<file path="src/rtl/gray_ctrl_pkg.sv">
// Shared types and helpers for the shared Gray-counter arbiter.
package gray_ctrl_pkg;

  localparam int STATE_W    = 2;
  localparam int GRAY_MAX_W = 32;

  typedef enum logic [STATE_W-1:0] {
    IDLE = 2'd0,
    LOAD = 2'd1,
    RUN  = 2'd2,
    DONE = 2'd3
  } state_t;

  function automatic logic [GRAY_MAX_W-1:0] bin2gray(input logic [GRAY_MAX_W-1:0] bin);
    return bin ^ (bin >> 1);
  endfunction

endpackage

</file>
<file path="src/rtl/gray_counter_arbiter_rr_arbiter.sv">
// Combinational round-robin search: first asserted request at or after i_ptr wins.
module rr_arbiter #(
  parameter  int NREQ  = 4,
  localparam int PTR_W = $clog2(NREQ)
) (
  input  logic [NREQ-1:0]  i_req,
  input  logic [PTR_W-1:0] i_ptr,
  output logic [NREQ-1:0]  o_gnt
);

  logic        w_found;
  int unsigned w_sel;

  // NOTE: every variable driven here gets a default first, so no path can leave one unassigned and infer a latch.
  always_comb begin
    o_gnt   = '0;
    w_found = 1'b0;
    w_sel   = 0;
    for (int off = 0; off < NREQ; off++) begin
      w_sel = (int'(i_ptr) + off) % NREQ;
      if (!w_found && i_req[PTR_W'(w_sel)]) begin
        o_gnt[PTR_W'(w_sel)] = 1'b1;
        w_found              = 1'b1;
      end
    end
  end

endmodule

</file>
<file path="src/rtl/gray_counter_arbiter.sv">
// One WIDTH-bit Gray counter shared by NREQ requesters through a round-robin grant.
// Optional down-counting per burst is enabled with the GRAY_DOWN_EN macro.
module gray_counter_arbiter
  import gray_ctrl_pkg::*;
#(
  parameter int WIDTH = 3,
  parameter int NREQ  = 4,
  parameter int CNT_W = 8
) (
  input  logic                  clk,
  input  logic                  rst_n,
  input  logic [NREQ-1:0]       req,
  input  logic [NREQ*CNT_W-1:0] req_steps,
`ifdef GRAY_DOWN_EN
  input  logic [NREQ-1:0]       req_dir,
`endif
  output logic [NREQ-1:0]       gnt,
  output logic                  busy,
  output logic [WIDTH-1:0]      gray,
  output logic                  gray_valid,
  output logic [NREQ-1:0]       done
);

  localparam int PTR_W = $clog2(NREQ);

  state_t             r_state;
  state_t             w_state_next;
  logic [NREQ-1:0]    r_gnt;
  logic [NREQ-1:0]    r_done;
  logic [WIDTH-1:0]   r_bin;
  logic [WIDTH-1:0]   r_gray;
  logic               r_gray_valid;
  logic [CNT_W-1:0]   r_rem;
  logic [PTR_W-1:0]   r_owner;
  logic [PTR_W-1:0]   r_ptr;

  logic [NREQ-1:0]    w_arb_gnt;
  logic [PTR_W-1:0]   w_arb_idx;
  logic [PTR_W-1:0]   w_ptr_after;
  logic               w_owner_req;
  logic [CNT_W-1:0]   w_steps;
  logic [WIDTH-1:0]   w_bin_next;
  logic [WIDTH-1:0]   w_gray_next;

  rr_arbiter #(.NREQ(NREQ)) u_rr_arbiter (
    .i_req (req),
    .i_ptr (r_ptr),
    .o_gnt (w_arb_gnt)
  );

  always_comb begin
    w_arb_idx = '0;
    for (int i = 0; i < NREQ; i++) begin
      if (w_arb_gnt[i]) w_arb_idx = PTR_W'(i);
    end
  end

  assign w_ptr_after = (r_owner == PTR_W'(NREQ - 1)) ? '0 : r_owner + 1'b1;
  assign w_owner_req = req[r_owner];
  assign w_steps     = req_steps[int'(r_owner)*CNT_W +: CNT_W];

`ifdef GRAY_DOWN_EN
  logic r_dir;
  assign w_bin_next = r_dir ? r_bin - 1'b1 : r_bin + 1'b1;
`else
  assign w_bin_next = r_bin + 1'b1;
`endif
  assign w_gray_next = WIDTH'(bin2gray(GRAY_MAX_W'(w_bin_next)));

  always_comb begin
    w_state_next = r_state;
    unique case (r_state)
      IDLE: if (|req) w_state_next = LOAD;
      LOAD: begin
        if (!w_owner_req)        w_state_next = IDLE;
        else if (w_steps == '0)  w_state_next = DONE;
        else                     w_state_next = RUN;
      end
      RUN: begin
        if (!w_owner_req)                  w_state_next = IDLE;
        else if (r_rem == CNT_W'(1))       w_state_next = DONE;
      end
      DONE:    w_state_next = IDLE;
      default: w_state_next = IDLE;
    endcase
  end

  // NOTE: sequential state uses non-blocking assignments so every register samples pre-edge values.
  always_ff @(posedge clk or negedge rst_n) begin
    if (!rst_n) r_state <= IDLE;
    else        r_state <= w_state_next;
  end

  always_ff @(posedge clk or negedge rst_n) begin
    if (!rst_n) begin
      r_gnt        <= '0;
      r_done       <= '0;
      r_bin        <= '0;
      r_gray       <= '0;
      r_gray_valid <= 1'b0;
      r_rem        <= '0;
      r_owner      <= '0;
      r_ptr        <= '0;
`ifdef GRAY_DOWN_EN
      r_dir        <= 1'b0;
`endif
    end else begin
      r_gray_valid <= 1'b0;
      r_done       <= (w_state_next == DONE) ? r_gnt : '0;
      unique case (r_state)
        IDLE: begin
          if (|req) begin
            r_gnt   <= w_arb_gnt;
            r_owner <= w_arb_idx;
          end
        end
        LOAD: begin
          if (!w_owner_req) begin
            r_gnt <= '0;
            r_ptr <= w_ptr_after;
          end else begin
            r_rem <= w_steps;
`ifdef GRAY_DOWN_EN
            r_dir <= req_dir[r_owner];
`endif
          end
        end
        RUN: begin
          // An abort leaves the last stepped code visible and still rotates priority.
          if (!w_owner_req) begin
            r_gnt <= '0;
            r_ptr <= w_ptr_after;
          end else begin
            r_bin        <= w_bin_next;
            r_gray       <= w_gray_next;
            r_gray_valid <= 1'b1;
            r_rem        <= r_rem - 1'b1;
          end
        end
        DONE: begin
          r_gnt <= '0;
          r_ptr <= w_ptr_after;
        end
        default: ;
      endcase
    end
  end

  assign gnt        = r_gnt;
  assign done       = r_done;
  assign gray       = r_gray;
  assign gray_valid = r_gray_valid;
  assign busy       = (r_state != IDLE);

endmodule

</file>
<file path="config.mk">
export PLATFORM = sky130hd
export DESIGN_NAME = gray_counter_arbiter
export DESIGN_NICKNAME = d
export VERILOG_FILES = /design/src/rtl/gray_ctrl_pkg.sv /design/src/rtl/gray_counter_arbiter_rr_arbiter.sv /design/src/rtl/gray_counter_arbiter.sv
export SDC_FILE = /design/constraint.sdc
export NUM_CORES = 1
export LEC_CHECK = 0
export ABC_CLOCK_PERIOD_IN_PS = 4050
export CORE_MARGIN = 10
export CORE_UTILIZATION = 53
export CTS_CLUSTER_DIAMETER = 40
export CTS_CLUSTER_SIZE = 30
export DETAILED_ROUTE_END_ITERATION = 7
export PLACE_DENSITY = 0.85
export SLEW_MARGIN = 10
export SYNTH_ARGS = -nofsm -noshare
export SYNTH_HDL_FRONTEND = slang
export SYNTH_SLANG_ARGS = --single-unit
</file>
<file path="constraint.sdc">
create_clock -name clk -period 4.05 [get_ports clk]
set_input_delay 1.215 -clock clk [delete_from_list [all_inputs] [get_ports clk]]
set_output_delay 1.215 -clock clk [all_outputs]
set_load 0.005 [all_outputs]
</file>
==> impl_metrics.py, run 1 <==
metrics = {
    "cells_and_area": {
        "area_growth_pct": 29.2,
        "final_common_cell": "clkdlybuf4s50_1",
        "layout_common_cells": "clkdlybuf4s50_1, dfrtp_1, inv_1, nand2_1, ha_1",
        "post-route-util_pct": 71.0,
        "antenna_cells": 0,
        "drive_above_1_share_pct": 7.47,
        "fillers": 285,
        "final_net_count": 294,
    },
    "yosys": {
        "synth-edff-count": 0,
        "yosysTopAreaCell": "dfrtp_1",
        "syn_area_sq_um": 2010,
        "ys_types": 44,
        "avgSynthCellArea_sq_um": 10.4,
        "yosysWarnings": 0,
        "synth_flop_cell": "dfrtp_1",
        "async_reset_ff_share_pct": 100,
        "syn-num-nets": 246,
        "synth.area.top_cells": "dfrtp_1, mux4_1, ha_1",
        "ys_ff_latch": 28,
        "ys_seq_area_share_pct": 34.8,
        "syn_inst": 194,
        "yosysTopAreaCellShare_pct": 34.8,
    },
    "timing": {
        "worst_pin_slew_ns": 0.774,
        "worst_slack_ns": 0.986,
        "finalSetupTns_ns": 0,
        "setup_viol": 0,
        "max_freq_mhz": 326,
        "fin_crit_sh_pct": 75.7,
        "finalHoldViolCount": 0,
        "relSlewSlack_pct": 47.9,
        "skew_ns": 0.00924,
        "slew_viol_final": 0,
        "grt_setup_unrepaired": "false",
        "min_period_ns": 3.06,
    },
    "placed_design": {
        "hpwl_um": 4070,
        "pre_cts_ws_ns": 0.697,
        "routabilityCongestion": 0.839,
        "io_buffer_count": 50,
    },
    "die": {
        "initial_core_util_pct": 55.0,
        "core_area_sq_um": 3660,
        "chipHeight_um": 81.6,
        "pin_count": 51,
        "die_width_um": 81.6,
        "placementRows": 22,
        "die_area_sq_um": 6660,
    },
    "global_route": {
        "grt_pass1_wl_um": 8560,
        "antenna_found_initial": 0,
        "grt_pass1_vias": 1705,
        "grt_remaining_overflow": 0,
        "grt_max_degree": 29,
        "grt_usage_pct": 16.4,
    },
    "route": {
        "vias": 1727,
        "drtIter0Drc": 130,
        "wirelength_um": 5260,
        "route.detailed.drc": 0,
        "first_pass_iters": 4,
        "viasPerCell": 5.98,
        "drtAntennaViolNets": 0,
        "wl_per_cell_um": 18.2,
    },
    "clock_network": {
        "cts_made_buffers": 3,
        "cts_htree_levels": 1,
        "cts.reportedPaths.clkPinSlew_ns": 0.09,
        "clockBufferDepth": 2,
        "cts_sinks": 28,
        "postCtsSetupBuffers": 0,
        "clk_latency_ns": 0.28,
        "cts_resized": 0,
        "cts-root-buf": "clkbuf_8",
        "cts_tree": "done",
        "cts-hold-fix-buffers": 0,
    },
    "setup_path": {
        "crit_arrival_ns": 3.27,
        "crit_required_ns": 4.26,
        "cp-start-kind": "primary input",
        "end_kind": "flop",
        "crit_path_max_fanout": 4,
        "critPathKind": "in2reg",
        "r2r_slack_ns": 1.42,
    },
    "pwr": {
        "power_density_nw_per_um2": 682,
        "ir_drop_mv": 0.336,
        "p_leak_uw": 0.00108,
    },
    "hold_path": {
        "min_path_type": "reg2reg",
    },
    "outcome": {
        "status": "complete, no violations",
    },
    "flow_run": {
        "max_cap_viol_count": 0,
    },
}
==> state kept, by name, indices dropped and copies added (netlist names) <==
signal / flops
r_rem: 8
done: 4
gnt: 4
r_bin: 3
gray: 2
r_owner: 2
r_ptr: 2
r_state: 2
gray_valid: 1
==> cells by family after synthesis <==
logic type | Yosys count | synth area share, %
AND/OR/NAND/NOR | 55 | 15.0
multiplexers | 15 | 16.9
AO/OA/AOI/OAI | 53 | 16.7
buffers and inverters | 24 | 5.60
adder cells (fa/ha/maj) | 14 | 8.71
flip-flops | 28 | 34.8
XOR/XNOR | 5 | 2.18
==> final timing paths <==
kind                       cells past startpoint            startpoint                     end
setup / recovery                               6         req_steps[22]       done[2]$_DFF_PN0_
hold / removal                                 2   gray[1]$_DFFE_PN0P_     gray[1]$_DFFE_PN0P_
setup reg to reg                               7  r_ptr[0]$_DFFE_PN0P_  r_owner[1]$_DFFE_PN0P_
hold reg to reg                                2   gray[1]$_DFFE_PN0P_     gray[1]$_DFFE_PN0P_
max in group asynchronous                      2                 rst_n     gray[0]$_DFFE_PN0P_
min in group asynchronous                      2                 rst_n    r_rem[4]$_DFFE_PN0P_
==> routing by layer <==
layer	part of all wire, %	GRT usage (%)	up-vias
met2	55	30.5	53
met1	39	18.3	847
met5	0	0	-
met4	2.2	6.97	0
met3	4.6	2.29	9
li1	-	-	818
==> stage by stage <==
step | hold WS (ns) | power, uW | instances | area [sq um]
4_1_cts | 0.497 | 1780 | 289 | 2600
3_5_place_dp | 0.475 | 1540 | 285 | 2530
5_1_grt | 0.526 | 1920 | 289 | 2600
2_1_floorplan | 0.473 | 1280 | 194 | 2010
3_3_place_gp | 0.470 | 1510 | 285 | 2530
6_report | 0.498 | 1770 | 289 | 2600
==> Yosys cell counts (all sizes together), types with 2 or more instances <==
cell type and count:
a21o 2, a21oi 13, a221oi 2, a31oi 5, and2 2, buf 4, clkbuf 4, dfrtp 28
ha 14, inv 16, mux4 13, nand2 16, nand3 5, nand3b 2, nor2 13, nor2b 2
nor3b 3, nor4 3, o211ai 3, o21ai 10, o22a 2, o22ai 10, or2 2, xnor2 3
xor2 2
==> critical path, stage by stage <==
cell and delay [ns]:
clkdlybuf4s50_1 0.40, mux4_1 0.52, or4_4 0.57, nor4_4 0.31, o22ai_2 0.14, nor2_1 0.12
==> report_power, final <==
part	total, uW	internal, uW	switching [uW]
Sequential	538	389	148
Combinational	1010	505	507
Clock	221	132	88.3
==> area by class of cell <==
class                   instances  area (sq um)  area share, %
multi-input cells             142          1200           46.1
flip-flops and latches         28           701           27.0
repair buffers                 51           508           19.5
inverters                      16          60.1           2.31
well taps                      48          60.1           2.31
clock buffers                   3          41.3           1.59
clock inverters                 1          30.0           1.16
No activity file was read; power rests on OpenSTA's default activity.
==> run 2: changes to the inputs <==
--- a/config.mk
+++ b/config.mk
@@ -5,13 +5,13 @@
 export SDC_FILE = /design/constraint.sdc
 export NUM_CORES = 1
 export LEC_CHECK = 0
-export ABC_CLOCK_PERIOD_IN_PS = 4050
+export ABC_CLOCK_PERIOD_IN_PS = 2800
 export CORE_MARGIN = 10
-export CORE_UTILIZATION = 53
+export CORE_UTILIZATION = 45
 export CTS_CLUSTER_DIAMETER = 40
 export CTS_CLUSTER_SIZE = 30
 export DETAILED_ROUTE_END_ITERATION = 7
-export PLACE_DENSITY = 0.85
+export PLACE_DENSITY = 0.77
 export SLEW_MARGIN = 10
 export SYNTH_ARGS = -nofsm -noshare
 export SYNTH_HDL_FRONTEND = slang
==> constraint.sdc (replaced) <==
create_clock -name clk -period 2.8 [get_ports clk]
set_input_delay 0.84 -clock clk [delete_from_list [all_inputs] [get_ports clk]]
set_output_delay 0.84 -clock clk [all_outputs]
set_load 0.005 [all_outputs]
==> run 2 against run 1 <==
Effect of this change: combinational power grew 59%; non-clock buffer count increased by 14; via count is 0.93% higher; global-route usage shrank 2.3 points; clock power up 49%; hold slack worse by 0.0049 ns; cell area grew 4.2%; worst setup slack worse by 0.88 ns; largest cell class unchanged.
==> impl_metrics.py, run 2 (synthesis gave the netlist of run 1 again) <==
metrics = {
    "outcome": {
        "status": "complete, no violations",
    },
    "cells_and_area": {
        "area_growth_pct": 34.6,
        "largest_reg_flops": 8,
        "final_common_cell": "clkdlybuf4s50_1",
        "layout_common_cells": "clkdlybuf4s50_1, dfrtp_1, inv_1, nand2_1, buf_4",
        "final_net_count": 308,
        "antenna_cells": 0,
        "regMostFlops": "r_rem",
        "drive_above_1_share_pct": 12.5,
    },
    "die": {
        "placementRows": 24,
        "initial_core_util_pct": 46.2,
        "chipHeight_um": 86.9,
        "core_area_sq_um": 4350,
        "die_area_sq_um": 7550,
        "pin_count": 51,
        "die_width_um": 86.9,
    },
    "timing": {
        "worst_slack_ns": 0.105,
        "grt_setup_unrepaired": "false",
        "fin_crit_sh_pct": 96.2,
        "relSlewSlack_pct": 58.4,
        "setup_viol": 0,
        "fin_hold_ws_ns": 0.493,
        "max_freq_mhz": 371,
        "skew_ns": 0.0137,
        "finalHoldViolCount": 0,
        "slew_viol_final": 0,
        "worst_pin_slew_ns": 0.619,
        "min_period_ns": 2.69,
    },
    "placed_design": {
        "pre_cts_ws_ns": -0.159,
        "io_buffer_count": 50,
        "hpwl_um": 4090,
        "routabilityCongestion": 0.880,
    },
    "setup_path": {
        "cp-startpoint": "req_steps[14]",
        "crit_arrival_ns": 2.91,
        "reg2reg_from": "r_owner[0]$_DFFE_PN0P_",
        "r2r_slack_ns": 0.33,
        "crit_end": "done[0]$_DFF_PN0_",
        "slowest_delay_ns": 0.58,
        "crit_chain": "clkdlybuf4s50_1 -> mux4_1 -> or4_4 -> nor4_4 -> o22ai_2 -> nor2_1",
        "cp-start-kind": "primary input",
        "crit_path_max_fanout": 4,
        "r2r_cells": 6,
        "critPathSlowestCell": "or4_4",
        "end_kind": "flop",
        "timing.rr.end": "done[0]$_DFF_PN0_",
        "crit_required_ns": 3.01,
        "critPathKind": "in2reg",
    },
    "clock_network": {
        "clk_latency_ns": 0.29,
        "cts_made_buffers": 3,
        "cts-hold-fix-buffers": 0,
        "cts_resized": 0,
        "cts_tree": "done",
        "clockBufferDepth": 2,
        "postCtsSetupBuffers": 0,
        "cts_htree_levels": 1,
        "cts-root-buf": "clkbuf_8",
        "cts.reportedPaths.clkPinSlew_ns": 0.09,
        "cts_sinks": 28,
    },
    "global_route": {
        "grt_pass1_vias": 1811,
        "grt_max_degree": 29,
        "grt_pass1_wl_um": 8790,
        "grt_usage_pct": 14.1,
        "antenna_found_initial": 0,
        "grt_remaining_overflow": 0,
    },
    "pwr": {
        "p_leak_uw": 0.00115,
        "power_density_nw_per_um2": 991,
        "ir_drop_mv": 0.541,
    },
    "route": {
        "vias": 1743,
        "viasPerCell": 5.68,
        "wirelength_um": 5130,
        "wl_per_cell_um": 16.7,
        "route.detailed.drc": 0,
        "drtIter0Drc": 134,
        "first_pass_iters": 4,
        "drtAntennaViolNets": 0,
    },
    "flow_run": {
        "max_cap_viol_count": 0,
    },
    "hold_path": {
        "min_path_type": "reg2reg",
    },
}
-- run 2: how the worst min path moves through the flow --
stage,startpoint,end,slack [ns],cells after the start
after floorplan,r_rem[1]$_DFFE_PN0P_,r_rem[1]$_DFFE_PN0P_,0.47,2
after global placement,gray[0]$_DFFE_PN0P_,gray[0]$_DFFE_PN0P_,0.46,2
after detailed placement,gray[0]$_DFFE_PN0P_,gray[0]$_DFFE_PN0P_,0.48,2
after CTS,gray[0]$_DFFE_PN0P_,gray[0]$_DFFE_PN0P_,0.50,2
after global routing,gray[0]$_DFFE_PN0P_,gray[0]$_DFFE_PN0P_,0.54,2
final,gray[0]$_DFFE_PN0P_,gray[0]$_DFFE_PN0P_,0.49,2
-- run 2: power breakdown --
| part | switching (uW) | total (uW) | internal, uW |
|---|---|---|---|
| clock network | 138 | 330 | 192 |
| logic | 774 | 1610 | 837 |
| registers | 182 | 745 | 563 |
| total | 1090 | 2690 | 1590 |
-- run 2: through the flow --
| step | total power (uW) | setup TNS (ns) | instances | util (%) | cell area, sq um |
|---|---|---|---|---|---|
| floorplan | 1850 | 0 | 194 | - | 2010 |
| global placement | 2310 | -0.705 | 303 | 60.6 | 2640 |
| detailed placement | 2350 | -0.889 | 303 | 60.6 | 2640 |
| CTS | 2690 | 0 | 307 | 62.2 | 2710 |
| global route | 2930 | 0 | 307 | 62.2 | 2710 |
| finish | 2690 | 0 | 307 | 62.2 | 2710 |
-- run 2: critical path: cells and delay by family --
| kind | cells | cell delay (ns) |
|---|---|---|
| muxes | 1 | 0.55 |
| AOI/OAI and AO/OA | 1 | 0.13 |
| and+or+nand+nor | 3 | 0.99 |
| buffers and inverters | 1 | 0.39 |
-- run 2: cell type report --
cell class | count | area (sq um)
clock buffers | 3 | 41.3
clock inverters | 1 | 30.0
fillers | 355 | 1650
inverters | 16 | 60.1
multi-input cells | 142 | 1200
flip-flops and latches | 28 | 701
well taps | 52 | 65.1
repair buffers | 65 | 613
-- run 2: metal layers --
| metal | part of all wire [%] | track usage, % |
|---|---|---|
| met4 | 1.6 | 4.71 |
| met3 | 4.7 | 2.81 |
| met5 | 0 | 0 |
| met1 | 41 | 16.5 |
| met2 | 53 | 25.0 |
